**config.mk**
```make
export PLATFORM = sky130hd
export DESIGN_NAME = rs_syndrome_param
export DESIGN_NICKNAME = d
export VERILOG_FILES = /design/src/rtl/rs_syndrome_param.sv
export SDC_FILE = /design/constraint.sdc
export NUM_CORES = 1
export LEC_CHECK = 0
export ABC_AREA = 1
export BUFFER_PORTS_ARGS = -buffer_cell sky130_fd_sc_hd__buf_2
export CAP_MARGIN = 5
export CELL_PAD_IN_SITES_DETAIL_PLACEMENT = 1
export CELL_PAD_IN_SITES_GLOBAL_PLACEMENT = 2
export CORE_MARGIN = 2
export CORE_UTILIZATION = 35
export CTS_BUF_LIST = sky130_fd_sc_hd__clkbuf_4
export CTS_CLUSTER_SIZE = 24
export DETAILED_ROUTE_END_ITERATION = 16
export PLACE_DENSITY_LB_ADDON = 0.1
export SETUP_SLACK_MARGIN = 0.05
export SLEW_MARGIN = 15
export SYNTH_ARGS = -nofsm -noshare
export SYNTH_HDL_FRONTEND = slang
export SYNTH_SLANG_ARGS = --single-unit
```
**constraint.sdc**
```tcl
create_clock -name Clk -period 2.5 [get_ports Clk]
set_clock_uncertainty 0.05 [all_clocks]
set_input_delay 0.5 -clock Clk [delete_from_list [all_inputs] [get_ports Clk]]
set_output_delay 0.5 -clock Clk [all_outputs]
set_load 0.03 [all_outputs]
```
**src/rtl/rs_syndrome_param.sv**
```systemverilog
// Reed-Solomon syndrome calculator over GF(2^8): Horner accumulation of NSYM syndromes
// per codeword, with completion pulse, error-free flag and early-start abort detection.
module rs_syndrome_param #(
    parameter int          N         = 204,
    parameter int          NSYM      = 16,
    parameter int          FCR       = 0,
    parameter logic [8:0]  PRIM_POLY = 9'h11D
) (
    input  logic                Clk,
    input  logic                Reset,
    input  logic                In_Valid,
    input  logic                In_Sop,
    input  logic [7:0]          Msg_Rsv,
    output logic [NSYM*8-1:0]   Synd_Out,
    output logic                Synd_Valid,
    output logic                Err_Free,
    output logic                Frame_Err,
    output logic                Busy
);

    localparam int CW = $clog2(N + 1);

    typedef enum logic {
        IDLE = 1'b0,
        ACC  = 1'b1
    } state_t;

    typedef logic [NSYM-1:0][7:0] synd_vec_t;

    // Multiply by x modulo the field polynomial.
    function automatic logic [7:0] xtime(input logic [7:0] a);
        return a[7] ? ({a[6:0], 1'b0} ^ PRIM_POLY[7:0]) : {a[6:0], 1'b0};
    endfunction

    // With b fixed at elaboration this reduces to a pure XOR network.
    function automatic logic [7:0] gf_mul(input logic [7:0] a, input logic [7:0] b);
        logic [7:0] prod;
        logic [7:0] shifted;
        prod    = '0;
        shifted = a;
        for (int i = 0; i < 8; i++) begin
            if (b[i]) prod = prod ^ shifted;
            shifted = xtime(shifted);
        end
        return prod;
    endfunction

    function automatic logic [7:0] alpha_pow(input int e);
        logic [7:0] p;
        p = 8'h01;
        for (int i = 0; i < 255; i++) begin
            if (i < (e % 255)) p = xtime(p);
        end
        return p;
    endfunction

    state_t         state_q, state_d;
    logic [CW-1:0]  count_q, count_d;
    synd_vec_t      acc_q, acc_d;
    synd_vec_t      synd_q, synd_d;
    logic           synd_valid_q, synd_valid_d;
    logic           err_free_q, err_free_d;
    logic           frame_err_q, frame_err_d;

    synd_vec_t      horner;
    logic           last_sym;

    for (genvar j = 0; j < NSYM; j++) begin : g_root
        localparam logic [7:0] ROOT = alpha_pow(FCR + j);
        assign horner[j] = gf_mul(acc_q[j], ROOT) ^ Msg_Rsv;
    end

    assign last_sym = (count_q == CW'(N - 1));

    always_comb begin
        // NOTE: every signal gets a default first so no path leaves it unassigned (no latches).
        state_d      = state_q;
        count_d      = count_q;
        acc_d        = acc_q;
        synd_d       = synd_q;
        err_free_d   = err_free_q;
        synd_valid_d = 1'b0;
        frame_err_d  = 1'b0;

        if (In_Valid) begin
            unique case (state_q)
                IDLE: begin
                    // Symbols outside a frame are silently dropped.
                    if (In_Sop) begin
                        acc_d   = {NSYM{Msg_Rsv}};
                        count_d = CW'(1);
                        state_d = ACC;
                    end
                end
                ACC: begin
                    if (In_Sop) begin
                        frame_err_d = 1'b1;
                        acc_d       = {NSYM{Msg_Rsv}};
                        count_d     = CW'(1);
                    end else begin
                        acc_d = horner;
                        if (last_sym) begin
                            synd_d       = horner;
                            synd_valid_d = 1'b1;
                            err_free_d   = (horner == '0);
                            count_d      = '0;
                            state_d      = IDLE;
                        end else begin
                            count_d = count_q + CW'(1);
                        end
                    end
                end
                default: state_d = IDLE;
            endcase
        end
    end

    // NOTE: accumulators and the syndrome register are reset too, since Synd_Out must read zero after reset.
    always_ff @(posedge Clk or negedge Reset) begin
        if (!Reset) begin
            state_q      <= IDLE;
            count_q      <= '0;
            acc_q        <= '0;
            synd_q       <= '0;
            synd_valid_q <= 1'b0;
            err_free_q   <= 1'b0;
            frame_err_q  <= 1'b0;
        end else begin
            // NOTE: non-blocking assignments so every flop samples pre-edge values.
            state_q      <= state_d;
            count_q      <= count_d;
            acc_q        <= acc_d;
            synd_q       <= synd_d;
            synd_valid_q <= synd_valid_d;
            err_free_q   <= err_free_d;
            frame_err_q  <= frame_err_d;
        end
    end

    assign Synd_Out   = synd_q;
    assign Synd_Valid = synd_valid_q;
    assign Err_Free   = err_free_q;
    assign Frame_Err  = frame_err_q;
    assign Busy       = (state_q == ACC);

endmodule

```
Word-level counts from Yosys, hierarchy flattened --
Cells that the tools add are included.
Word-level totals: register bits after elaboration 268, bits in latches 0, RAM bits 0, ROM bits 0, input port bits 12, output and inout bits 132, logic and storage cells 247, memories kept 0
Operators by class: $add $sub $neg 1, multiply operators 0, divide/modulo/power cells 0, magnitude comparators 0, equal/unequal tests 2, shift operators 0, mux-type cells 90, bitwise operators 114, reduce and logical (&&, ||, !) cells 3
Operators by type and width (count):
- 5-bit two-way mux | 73
- 8-bit bitwise XOR | 39
- 4-bit inverter | 73
- 128-bit two-way mux | 2
- 128-bit case mux with 2 select lines | 1
- 128-bit zero test | 1
- 8-bit two-way mux | 3
- 8-bit case mux with 2 select lines | 1
- 1-bit two-way mux | 9
- 8-bit by 1-bit adder with 8-bit output (second input constant) | 1
- 8-bit equality test (second input constant) | 1
- 4-bit AND reduction | 1
- 2-bit != test (second input constant) | 1
- 1-bit inverter | 2
- 1-bit case mux with 2 select lines | 1
- 2-bit AND reduction | 1

Depth between registers and ports, before layout --
word-level depth 18, gate-level depth with buffers 17, depth with buffers taken out 16

Worst setup path after synthesis --
OpenSTA, ideal clock, no wires.
kind reg2reg, from register state_q (netlist: Busy), to register acc_q[103] in the netlist's numbering, library setup time 133 ps, data arrival time 1640 ps, required time 2317 ps, setup slack 677 ps, stages on the path, launching flop included 7, path buffers 2, clock period less this slack 1823 ps, cells stage by stage dfrtp_1 -> nand2_1 -> buf_4 -> clkinv_1 -> o21ai_1 -> buf_2 -> o22ai_1
On the way: cells in the longest elaborated chain, start to end 3, elaborated cells on any way between the ends 4, those cells by class eq/ne (1); mux (1); bitwise (1); reduce/logical (1)
Ends and longest elaborated chain:
- start: declaration | line 57 | state_t state_q, state_d;
- start signal: assignment | line 130 | state_q <= state_d;
- 1-bit inverter
- 2-bit != test (no source line)
- 2-bit AND reduction (no source line)
- end signal: assignment | line 123 | acc_q <= '0;
- end signal: assignment | line 132 | acc_q <= acc_d;
- end: declaration | line 59 | synd_vec_t acc_q, acc_d;
Several ways; a longest one is shown, not always the timed one. A chain may end at the register's enable or synchronous reset.

Worst setup path in the final report --
from register count_q[0], to register synd_q, in the netlist Synd_Out[124]
On the way: cells in the longest elaborated chain, start to end 2
Ends and longest elaborated chain:
- start: declaration | line 58 | logic [CW-1:0] count_q, count_d;
- start signal: assignment | line 131 | count_q <= count_d;
- 8-bit equality test | line 73 | assign last_sym = (count_q == CW'(N - 1));
- 4-bit AND reduction (no source line)
- end signal: assignment | line 133 | synd_q <= synd_d;
- end: declaration | line 60 | synd_vec_t synd_q, synd_d;
Every way passes these cells.

==> key figures <==
Global route
  • Largest net degree at the start of global routing: 91
  • First-pass GRT wire length: 110,000 um
  • Total global routing track utilization: 29.0%
  • Remaining global-route overflow: 0
  • Via count of the first global-routing pass: 18,729
  • Antenna violations before repair: 6

Power and ir drop
  • Total power per unit cell area: 1160 mW/mm2
  • Worst VDD drop: 0.000382 V
  • Internal power summed over all cells: 11.7 mW
  • Share of power burned in the clock network: 17.9%
  • Switching Fraction: 50.9%
  • Portion of total power attributed to sequential cells: 25.1%
  • Net switching power: 12.1 mW
  • Static leakage: 11.7 nW
  • Combinational share of power: 56.9%

Layout
  • Post-layout instance count excluding filler cells: 3,514
  • Share of layout cells above drive strength 1: 18.1%
  • Nets: 2,850
  • Syn-to-layout area delta: 21.0%

Flow run
  • Maxcap violations: 0

Synth
  • Library cells used by synthesis: 41
  • Synth async-reset ratio: 100%
  • Synthesis Warnings: 0
  • Most frequent cells after synthesis: nand2_1 (1,212), dfrtp_1 (268), inv_1 (185)
  • Number of register bits inferred by synthesis: 268
  • Most frequently used flop master after synthesis: dfrtp_1
  • Cell taking the most area after synthesis: dfrtp_1
  • Net count of the mapped netlist: 2,561
  • Sequential area share after synthesis: 39.5%
  • Leading cell types by total area after synthesis: dfrtp_1 (39%), nand2_1 (27%), nand3_1 (4.7%)
  • Syn Inst Count: 2,548
  • Post-synth EDFFs: 0
  • Library cell with the highest instance count after synthesis: nand2_1
  • Synthesized area divided by synthesized cell count: 6.66 um2
  • Synthesized cell area: 0.0170 mm2
  • Synth top area share: 39.5%

Clock tree
  • TritonCTS Buffers: 83
  • Clock tree from TritonCTS: yes
  • Clock buffer depth: 3
  • Num Clock Sinks: 268
  • Worst skew pair latency: 0.84 ns
  • CTS HTree Levels: 3
  • Clk Tree Root Cell: clkbuf_4
  • Clk slew on worst S/H paths: 0.06 ns

Timing
  • Post-layout min period: 2.32 ns
  • # setup viols final: 0
  • Setup repair after global routing missed its margin: false
  • Worst Tran Pin Value: 0.765 ns
  • Final setup TNS: 0 ns
  • Ratio of final minimum period to clock period: 92.9%
  • Final number of max-transition violations: 0
  • Worst slew margin relative to its limit: 49.0%
  • Final WS setup: 0.176 ns
  • Maximum clock frequency: 430 MHz
  • Number of hold violations in the final report: 0

Detailed routing
  • Number of nets with antenna violations after detailed routing: 0
  • Final routed wire length divided by cell count: 20.6 um
  • Detailed-route via count: 18,074
  • Via-to-Cell Ratio: 5.14
  • Initial DRC Count: 967
  • Total Routed Length: 72,300 um
  • Number of remaining DRC errors: 0
  • Pre-antenna DRT Iters: 5

Outcome
  • Run status: completed

Floorplan
  • Area of the die: 0.0503 mm2
  • I/O Pins: 144
  • Chip Width: 224 um
  • Std-Cell Core Area: 0.0478 mm2
  • Total number of placement rows: 80
  • Die boundary height: 224 um
  • Initial core utilization: 35.5%

Worst setup path
  • Endpoint required time on the critical path: 3.19 ns
  • Kind of critical path: flop to flop
  • Endpoint kind of the worst setup timing path: flop
  • Critical path peak fanout: 11
  • Critical path startpoint category: flop
  • Worst path arrival time: 3.01 ns

Place
  • Count of port buffers added during placement: 143
  • Routability-driven placement congestion ratio: 0.920
  • Detailed-placement wirelength estimate: 53,900 um
  • Total instance count after detailed placement: 3,359
  • Pre-CTS setup slack: -0.176 ns

Hold path
  • Worst hold path type: input port to async pin
kinds of logic after synthesis:
family	Yosys count	synth area share (%)
adders and majority gates	1	0.0737
muxes	8	0.531
and+or+nand+nor	1574	37.1
xor gates and xnor gates	125	6.49
buffers and inverters	315	7.96
AOI/OAI and AO/OA	257	8.32
DFF	268	39.5
path summary, 6_finish.rpt:
kind | start | end | slack [ns] | cells after the start
worst min-delay path | Reset | acc_q[98]$_DFFE_PN0P_ | 0.17 | 2
max in group asynchronous | Reset | acc_q[27]$_DFFE_PN0P_ | 1.40 | 3
min in group Clk | Msg_Rsv[3] | acc_q[11]$_DFFE_PN0P_ | 0.27 | 6
worst max register to register | count_q[0]$_DFFE_PN0P_ | Synd_Out[124]$_DFFE_PN0P_ | 0.18 | 10
worst min register to register | Synd_Out[94]$_DFFE_PN0P_ | Synd_Out[94]$_DFFE_PN0P_ | 0.42 | 2
worst max-delay path | count_q[0]$_DFFE_PN0P_ | Synd_Out[124]$_DFFE_PN0P_ | 0.18 | 10
power groups by stage:
stage	registers [mW]	clock network [mW]	logic, mW
final	5.97	4.26	13.5
after global routing	6.08	4.63	15.1
after CTS	5.94	4.40	13.4
after detailed placement	6.01	0	13.3
after global placement	5.98	0	13.0
after floorplan	5.55	0	8.65
through the flow:
step / total power, mW / cell area (um2) / hold WS [ns] / util, %
2_1_floorplan: 14.2 / 17000 / 0.154 / -
3_3_place_gp: 18.9 / 19400 / 0.407 / 40.6
3_5_place_dp: 19.3 / 19400 / 0.410 / 40.6
4_1_cts: 23.7 / 20400 / 0.140 / 42.7
5_1_grt: 25.8 / 20500 / 0.168 / 42.9
6_report: 23.8 / 20500 / 0.172 / 42.9
cell type report:
type / instances / area [um2]
Clock inverter: 31 / 138
Clock buffer: 110 / 826
Antenna cell: 6 / 15.0
Tap cell: 615 / 769
Timing Repair Buffer: 308 / 2270
Multi-Input combinational cell: 1965 / 9010
Sequential cell: 268 / 6720
Inverter: 211 / 798
Fill cell: 6286 / 27300
layer usage:
metal / part of all wire (%) / up-vias / track usage [%] / wire, um
met5: 0 / - / 0 / 0
met4: 3.5 / 0 / 11.9 / 2560
met3: 4.8 / 144 / 4.78 / 3490
met2: 47 / 438 / 48.1 / 33700
met1: 45 / 8880 / 37.5 / 32600
li1: - / 8612 / - / -
layout by cell type, fill, tap and decap left out, types with 3 or more instances in the layout:
cell / n
a21o_1: 4
a21oi_1: 45
a22oi_1: 6
buf_12: 23
buf_2: 142
buf_4: 136
clkbuf_4: 110
clkinv_1: 21
clkinv_2: 11
dfrtp_1: 259
dfrtp_2: 9
diode_2: 6
dlygate4sd3_1: 5
inv_1: 181
inv_2: 25
mux2_2: 8
nand2_1: 1198
nand2_2: 30
nand2_4: 7
nand3_1: 161
nand3_2: 3
nand3b_1: 16
nand4_1: 6
nor2_1: 136
nor2_2: 6
nor3_1: 5
o21ai_0: 133
o22ai_1: 58
xnor2_1: 68
xor2_1: 56
flip-flops by register name, indices dropped and copies added, names as in the netlist:
register and count:
Busy 1, Err_Free 1, count_q 8, acc_q 128, Synd_Out 128, Frame_Err 1, Synd_Valid 1
worst max-delay path: stages (launching register included):
cell and delay [ns]:
dfrtp_1 0.40, ha_1 0.24, inv_1 0.06, nor3_1 0.18, buf_4 0.15, nand3_4 0.10, buf_4 0.20, inv_2 0.33
buf_4 0.29, nand2_1 0.16, nand2_1 0.09
what timing repair did:
action,in CTS,in global routing
gates resized for setup,5,30
endpoints found under the hold margin,118,0
hold buffers,5,0
setup buffers,0,3
endpoints found under the setup margin,1,1
(Power assumes the default switching activity.)
